### src/rtl/ldst_seq_pkg.sv
// Shared constants, types and helpers for the load/store issue sequencer.
package ldst_seq_pkg;

  localparam int unsigned OP_W  = 4;
  localparam int unsigned LANES = 4;

  localparam logic [OP_W-1:0] OP_LOAD  = 4'b0010;
  localparam logic [OP_W-1:0] OP_STORE = 4'b0100;

  typedef logic [LANES-1:0] lane_mask_t;

  typedef enum logic [1:0] {
    IDLE,
    FORM,
    OFFER
  } state_t;

  // Only the exact load/store encodings use the memory port.
  function automatic logic is_mem(input logic [OP_W-1:0] op);
    return (op == OP_LOAD) || (op == OP_STORE);
  endfunction

endpackage

### src/rtl/ldst_issue_sequencer_mem_group_former.sv
// Combinational group former: takes the longest in-order run of pending lanes
// holding at most one mem op, cut short before a mem op while the memory unit is busy.
module mem_group_former
  import ldst_seq_pkg::*;
(
  input  lane_mask_t              i_pending,
  input  logic [LANES*OP_W-1:0]   i_ops,
  input  logic                    i_mem_busy,
  output lane_mask_t              o_mask,
  output logic                    o_mem,
  output logic                    o_empty
);

  lane_mask_t w_mask;
  logic       w_mem;
  logic       w_open;
  logic       w_done;

  always_comb begin
    w_mask = '0;
    w_mem  = 1'b0;
    w_open = 1'b0;
    w_done = 1'b0;
    for (int unsigned i = 0; i < LANES; i++) begin
      if (!w_done) begin
        if (i_pending[i]) begin
          if (is_mem(i_ops[i*OP_W +: OP_W])) begin
            if (w_mem || i_mem_busy) begin
              w_done = 1'b1;
            end else begin
              w_mask[i] = 1'b1;
              w_mem     = 1'b1;
              w_open    = 1'b1;
            end
          end else begin
            w_mask[i] = 1'b1;
            w_open    = 1'b1;
          end
        end else if (w_open) begin
          w_done = 1'b1;
        end
      end
    end
  end

  assign o_mask  = w_mask;
  assign o_mem   = w_mem;
  assign o_empty = (w_mask == '0);

endmodule

### src/rtl/ldst_issue_sequencer.sv
// Splits a 4-lane bundle into in-order issue groups with at most one load/store each.
// Optional macro LDST_SEQ_BACK_TO_BACK_EN: accept the next bundle on the final handshake.
module ldst_issue_sequencer
  import ldst_seq_pkg::*;
(
  input  logic                  clk,
  input  logic                  rst_n,
  input  logic                  bundle_valid,
  output logic                  bundle_ready,
  input  logic [4*OP_W-1:0]     bundle_op,
  output logic                  issue_valid,
  input  logic                  issue_ready,
  output logic [3:0]            issue_mask,
  output logic                  issue_mem,
  input  logic                  mem_busy,
  output logic                  busy
);

  state_t               r_state;
  logic [4*OP_W-1:0]    r_ops;
  lane_mask_t           r_pending;
  lane_mask_t           r_mask;
  logic                 r_mem;
  logic                 r_valid;

  lane_mask_t           w_grp_mask;
  logic                 w_grp_mem;
  logic                 w_grp_empty;
  lane_mask_t           w_remaining;
  logic                 w_bundle_ready;
  logic                 w_accept;

  mem_group_former u_former (
    .i_pending  (r_pending),
    .i_ops      (r_ops),
    .i_mem_busy (mem_busy),
    .o_mask     (w_grp_mask),
    .o_mem      (w_grp_mem),
    .o_empty    (w_grp_empty)
  );

  assign w_remaining = r_pending & ~r_mask;

  always_comb begin
    w_bundle_ready = (r_state == IDLE);
`ifdef LDST_SEQ_BACK_TO_BACK_EN
    // Gated by issue_ready: the new bundle may only replace one whose last group leaves now.
    if ((r_state == OFFER) && (w_remaining == '0) && issue_ready)
      w_bundle_ready = 1'b1;
`endif
  end

  assign w_accept = bundle_valid && w_bundle_ready;

  always_ff @(posedge clk or negedge rst_n) begin
    if (!rst_n) begin
      r_state   <= IDLE;
      r_ops     <= '0;
      r_pending <= '0;
      r_mask    <= '0;
      r_mem     <= 1'b0;
      r_valid   <= 1'b0;
    end else begin
      case (r_state)
        IDLE: begin
          if (w_accept) begin
            r_ops     <= bundle_op;
            r_pending <= '1;
            r_state   <= FORM;
          end
        end
        FORM: begin
          if (!w_grp_empty) begin
            r_mask  <= w_grp_mask;
            r_mem   <= w_grp_mem;
            r_valid <= 1'b1;
            r_state <= OFFER;
          end
        end
        OFFER: begin
          if (issue_ready) begin
            r_pending <= w_remaining;
            r_mask    <= '0;
            r_mem     <= 1'b0;
            r_valid   <= 1'b0;
            if (w_accept) begin
              r_ops     <= bundle_op;
              r_pending <= '1;
              r_state   <= FORM;
            end else if (w_remaining == '0) begin
              r_state <= IDLE;
            end else begin
              r_state <= FORM;
            end
          end
        end
        default: r_state <= IDLE;
      endcase
    end
  end

  assign bundle_ready = w_bundle_ready;
  assign issue_valid  = r_valid;
  assign issue_mask   = r_mask;
  assign issue_mem    = r_mem;
  assign busy         = (r_pending != '0);

endmodule

### config.mk
export PLATFORM = sky130hd
export DESIGN_NAME = ldst_issue_sequencer
export DESIGN_NICKNAME = d
export VERILOG_FILES = /design/src/rtl/ldst_seq_pkg.sv /design/src/rtl/ldst_issue_sequencer_mem_group_former.sv /design/src/rtl/ldst_issue_sequencer.sv
export SDC_FILE = /design/constraint.sdc
export NUM_CORES = 1
export LEC_CHECK = 0
export CELL_PAD_IN_SITES_DETAIL_PLACEMENT = 1
export CELL_PAD_IN_SITES_GLOBAL_PLACEMENT = 1
export CORE_MARGIN = 4
export CORE_UTILIZATION = 39
export CTS_BUF_LIST = sky130_fd_sc_hd__clkbuf_16
export CTS_CLUSTER_DIAMETER = 80
export DETAILED_ROUTE_END_ITERATION = 8
export GPL_ROUTABILITY_DRIVEN = 0
export PLACE_DENSITY_LB_ADDON = 0.1
export SLEW_MARGIN = 20
export SYNTH_ARGS = -nofsm -noshare
export SYNTH_HDL_FRONTEND = slang
export SYNTH_SLANG_ARGS = --single-unit
### constraint.sdc
create_clock -name clk -period 2.4 [get_ports clk]
set_input_delay 0.6 -clock clk [delete_from_list [all_inputs] [get_ports clk]]
set_output_delay 0.6 -clock clk [all_outputs]
set_load 0.005 [all_outputs]
==> run metrics, run 1 <==
placed standard-cell area=approximately 0.0018 mm2; fill cell instance count of the final layout=around 370; number of global-route vias before repair=around 1.2k; capturing point of the worst reg2reg path=issue_mem; outcome=complete, no violations; crit end category=register; post-synth design cell area=around 0.0014 mm2; Die Footprint=between 0.004 and 0.005 mm2; global-route wire length before repair=5.78 mm; arrival time worst endpoint=approximately 2.3 ns; proportion of layout cells with a drive suffix above 1=roughly 23%; die span in x=67.8 um; final clock skew=around 0.0018 ns; setup ws final=0.242 ns; Worst Hold Endpoint=issue_valid; global-route usage over all layers=about 17%; total routed wirelength=about 3.3 mm; Num Clock Sinks=28; number of buffers inserted during clock tree synthesis=3; Leak=about 0.76 nW; CTS tree=done; most frequent cell after synthesis=dfrtp_1; post-synthesis share of cell area spent on and, or, nand and nor gates=a little over an eighth; number of failing setup endpoints in the final timing report=0; main combinational cell family by area after synthesis=compound AO/OA/AOI/OAI gates; number of cells in the design after placement=198; DRC violation count after routing=0; die boundary height=between 60 and 70 um; post-route ant nets=0; leftover overflow at the end of global routing=0; number of antenna cells inserted=0; Avg Synthesized Cell Area=11.2 um2; worst setup path category=input pin to register; first-pass detailed-route iteration total=4; placeable core region=approximately 0.0034 mm2; most area-consuming cells after synthesis=dfrtp_1 50%, mux2_2 13%, nand2_1 5.1%, a21oi_1 2.2%, o21ai_0 1.8%; count of routing violations after the opening detailed-route iteration=between 40 and 50; I/O pin count=29; Mapped Nets=roughly 150; RSZ-0062 raised after global routing=no; required time of the critical path=between 2 and 3 ns; number of hold-repair buffers added at the cts stage=0; slew at the pin with the worst max-slew slack=0.521 ns; num rows=21; total power per unit cell area=1330 mW/mm2; Seq/Total Area, Yosys=around 50%; maximum clock frequency=0.463 GHz; Max transition margin=approximately two thirds; share of the clock period used by the worst path after layout=between 80% and 90%; leading register cell type out of synthesis=dfrtp_1; post-cts resize count=0; register bit total from synthesis=28; post-layout instance count excluding filler cells=between 200 and 250; Layout Area Growth over Synthesis=31.0%; Post-CTS Setup Bufs=0; slack of the worst reg-to-reg path=about 0.38 ns; synthesized-area fraction occupied by adder cells=0%; number of max-cap violations=0; Clk pin slew, worst setup/hold paths=0.06 ns; origin of the worst min-delay path=issue_valid; total negative slack for setup checks=0 ns; warning count from the yosys run=0; peak supply drop=approximately 530 uV; leading area contributor after synthesis=dfrtp_1; worst r2r src=r_pending[0]; number of pins exceeding their max-slew limit in the final report=0; area taken by flip-flops and latches=around 700 um2; maximum number of pins on one net before global-route repair=29; routed via count=between 1k and 1.5k; worst reg-to-reg path cell count=6; PortBufs=28; Post-Synthesis Cells=roughly 120; share of cell area taken by muxes after synthesis=approximately 15%; unique cell type count in the Yosys netlist=39; share of the synthesized area in the top cell type=around 50%; number of vias per cell after detailed routing=5.22; CTS Root Buffer Type=clkbuf_16; fraction of the mapped netlist area in compound gates=between 15 and 20%; cell depth of the worst hold path=2; # nets final=about 180; antenna violations before repair=0; Final Hold Violating Endpoints=0; Worst Setup Start Kind=input pin; count of flip-flops with a built-in enable after synthesis=0; post-detailed-placement half-perimeter wirelength=about 2.5 mm; synthesized-area fraction occupied by xor and xnor cells=3.05%; Max H-tree Level=1; Wirelength per Cell=between 15 and 20 um; Clock Path Buffers=2; clock latency on the worst-skew pair=around 0.26 ns; commonest cells in the netlist=28 x dfrtp_1, 19 x nand2_1, 16 x mux2_2; total area of multi-input combinational cells=667 um2; proportion of synthesized flip-flops having asynchronous set or reset=100%; Post-Place Worst Slack=~0.0071 ns; Final Cell Area=0.00183 mm2; path category of the worst min-delay check=register to register; Initial Util=approximately two fifths; maximum net fanout on the critical path=7; final period demand of the worst path=2.16 ns
[cells in the final DEF, fill, tap and decap left out, types with 2 or more instances in the layout]
| cell type | instances |
|---|---|
| o221ai_1 | 2 |
| and2_1 | 2 |
| mux2_2 | 16 |
| nand2_1 | 19 |
| a21o_1 | 2 |
| dfrtp_1 | 28 |
| xor2_1 | 2 |
| o21ai_0 | 5 |
| nor3_1 | 2 |
| a31oi_1 | 2 |
| buf_4 | 4 |
| mux2i_1 | 2 |
| inv_1 | 4 |
| or2_2 | 2 |
| clkdlybuf4s50_1 | 28 |
| nor2_1 | 4 |
| a21oi_1 | 6 |
| clkbuf_16 | 3 |
[state kept, by name (all words and copies together) (netlist names)]
signal / cells
issue_valid: 1
r_pending: 4
issue_mask: 4
issue_mem: 1
r_state: 2
r_ops: 16
[layout make-up]
cell class,count,area share [%]
Sequential cell,28,38.4
Multi-Input combinational cell,88,36.5
Timing Repair Buffer,32,17.0
Clock buffer,3,4.11
Tap cell,46,3.15
Inverter,4,0.822
[worst max-delay path by stage]
stage / cells after the start / from / slack, ns / end
floorplan: 6 / r_ops[0] / 0.64 / issue_mem
global placement: 6 / mem_busy / 0.07 / issue_mem
detailed placement: 6 / mem_busy / 0.007 / issue_mem
global route: 6 / mem_busy / 0.13 / issue_mem
CTS: 6 / mem_busy / 0.26 / issue_mem
finish: 6 / mem_busy / 0.24 / issue_mem
[where the power goes]
group          internal, mW  switching, mW  total, mW
combinational         0.587          0.546       1.13
sequential            0.707          0.216      0.922
clock                 0.221          0.146      0.366
[stage by stage]
step                hold slack [ns]  utilization (%)  total power [mW]
finish                        0.475             53.9              2.42
global route                  0.532             53.9              2.63
CTS                           0.484             53.9              2.46
detailed placement            0.467             51.6              2.06
global placement              0.482             51.6              2.00
floorplan                     0.304                -              1.67
[routing by layer]
layer / vias to the layer above / track usage [%] / routed length (um)
li1: 502 / - / -
met1: 531 / 20.4 / 1410
met2: 15 / 31.1 / 1790
met3: 2 / 2.00 / 123
met4: 0 / 4.47 / 16
met5: - / 0 / 0
[worst max-delay path, cell delays in order]
cell,delay [ns]
clkdlybuf4s50_1,0.62
a31oi_1,0.13
o21ai_0,0.20
o211ai_2,0.16
o21ai_4,0.26
mux2_4,0.32
[cell families after synthesis]
kind of cell / after synthesis
DFF: 28
and+or+nand+nor: 37
buffers and inverters: 8
AOI/OAI and AO/OA: 28
muxes: 19
xor gates and xnor gates: 4
Power figures use the tool's default switching activity.
==> run 2: changes to the inputs <==
Clock period 2.4 ns to 2 ns, I/O delays scaled along.
==> run metrics, run 2 (same netlist as run 1, synthesis figures left out) <==
Post-Place Worst Slack=-0.160 ns (-0.167 ns); Most Crowded Layer GR=met2; post-layout instance count excluding filler cells=209 (+4.0%); Max H-tree Level=1 (unchanged); GR Util met3=2.83% (+0.83 points); global-route wire length before repair=5.62 mm (-2.9%); proportion of layout cells with a drive suffix above 1=31.9% (+8.7 points); number of vias per cell after detailed routing=5.20 (-0.44%); Clk pin slew, worst setup/hold paths=0.06 ns (about the same); number of failing setup endpoints in the final timing report=0 (unchanged); CP Buf/Inv Count=1 (unchanged); post-detailed-placement half-perimeter wirelength=2.50 mm (about the same); Wirelength per Cell=16.1 um (-3.1%); Final Hold Violating Endpoints=0 (unchanged); setup ws final=0.0302 ns (-0.212 ns); post-route ant nets=0 (unchanged); arrival time worst endpoint=2.12 ns (-0.18 ns); number of pins exceeding their max-slew limit in the final report=0 (unchanged); met2 usage=30.7% (-0.36 points); die span in x=67.8 um (unchanged); slack of the worst reg-to-reg path=0.12 ns (-0.26 ns); antenna violations before repair=0 (unchanged); path category of the worst min-delay check=register to register; register with the most flip-flops=r_ops; DRC violation count after routing=0 (unchanged); Initial Util=41.1% (unchanged); M1 GR Usage=19.0% (-1.4 points); I/O pin count=29 (unchanged); number of flip-flops under the largest register name=16 (unchanged); cells along the critical path=clkdlybuf4s50_1 > a31oi_1 > o21ai_0 > o211ai_2 > o21ai_4 > mux2_4; Die Footprint=0.00459 mm2 (unchanged); required time of the critical path=2.15 ns (-0.39 ns); PortBufs=28 (unchanged); total power per unit cell area=1610 mW/mm2 (+21%); global-route usage over all layers=16.5% (-0.28 points); number of global-route vias before repair=1,258 (+4.8%); Critical-path top delay cell=clkdlybuf4s50_1; first-pass detailed-route iteration total=4 (unchanged); count of routing violations after the opening detailed-route iteration=42 (-13%); clock latency on the worst-skew pair=0.26 ns (about the same); routed via count=1,087 (+3.5%); worst setup path category=input pin to register; most common cell after layout, fill and taps aside=clkdlybuf4s50_1; number of buffers inserted during clock tree synthesis=3 (unchanged); die boundary height=67.8 um (unchanged); num rows=21 (unchanged); slew at the pin with the worst max-slew slack=0.374 ns (-0.147 ns); leftover overflow at the end of global routing=0 (unchanged); Worst Setup Start Kind=input pin; Clock Path Buffers=2 (unchanged); Leak=0.808 nW (+6.3%); final period demand of the worst path=1.97 ns; cell type group with the largest total delay on the critical path=compound AO/OA/AOI/OAI gates; outcome=complete, no violations; Critical Path Max Stage Delay=0.56 ns (-0.06 ns); CTS tree=done; maximum clock frequency=approximately 0.5 GHz; top library cells by usage in the layout, fill and taps aside=28 x clkdlybuf4s50_1, 26 x dfrtp_1, 19 x nand2_1; number of hold-repair buffers added at the cts stage=0 (unchanged); Layout Area Growth over Synthesis=39.5%; number of cells in the design after placement=205 (+3.5%); final clock skew=0.00356 ns (+0.00172 ns); placeable core region=0.00339 mm2 (unchanged); # nets final=186 (+4.5%); maximum net fanout on the critical path=5 (-2); CTS Root Buffer Type=clkbuf_16; peak supply drop=642 uV (+22%); final-layout worst hold slack=0.490 ns (+0.0148 ns); number of max-cap violations=0 (unchanged); Num Clock Sinks=28 (unchanged); maximum number of pins on one net before global-route repair=29 (unchanged); Max transition margin=75.0% (+10 points); fin util=57.4% (+3.5 points); number of antenna cells inserted=0 (unchanged); crit end category=register; total routed wirelength=3.36 mm (+0.72%); share of the clock period used by the worst path after layout=a little over nine tenths
run 2: where the power goes:
group          leakage (nW)  switching, mW  internal, mW
Combinational         0.449          0.726         0.841
Sequential            0.322          0.268         0.852
Clock                0.0370          0.178         0.265
run 2: final cells by class:
class / count / area, um2
Multi-Input combinational cell: 88 / 711
Sequential cell: 28 / 703
Clock buffer: 3 / 75.1
Inverter: 4 / 15.0
Timing Repair Buffer: 40 / 383
Tap cell: 46 / 57.6
Fill cell: 357 / 1450
run 2: per-layer routing:
| metal | share of wire, % | wire length, um | up-vias |
|---|---|---|---|
| li1 | - | - | 515 |
| met1 | 42 | 1420 | 549 |
| met2 | 53 | 1800 | 18 |
| met3 | 3.2 | 108 | 5 |
| met4 | 1.2 | 39 | 0 |
| met5 | 0 | 0 | - |
run 2: timing repair:
item,CTS,global route
buffers inserted,0,1
setup endpoints to repair,1,5
hold endpoints to repair,0,0
pin swaps,0,4
gates resized for setup,1,9
run 2: path summary, 6_finish.rpt:
kind | startpoint | end | cells after the start
max | mem_busy | issue_mem | 6
min | issue_valid | issue_valid | 2
max reg2reg | r_ops[1] | issue_mem | 6
min reg2reg | issue_valid | issue_valid | 2
max in group asynchronous | rst_n | r_pending[0] | 2
min in group asynchronous | rst_n | r_ops[12] | 2
run 2: worst reg2reg max path: cells and delay by family, from the launching register on:
family | cells | cell delay, ns
AOI/OAI and AO/OA | 3 | 0.55
DFF | 1 | 0.40
and+or+nand+nor | 1 | 0.49
xor gates and xnor gates | 1 | 0.22
muxes | 1 | 0.16
run 2: per-stage QoR:
stage | total power, mW | instance area [um2] | TNS, ns
floorplan | 2.00 | 1390 | 0
global placement | 2.49 | 1820 | -0.282
detailed placement | 2.56 | 1820 | -0.748
CTS | 3.03 | 1900 | 0
global route | 3.39 | 1940 | -0.217
finish | 3.13 | 1940 | 0
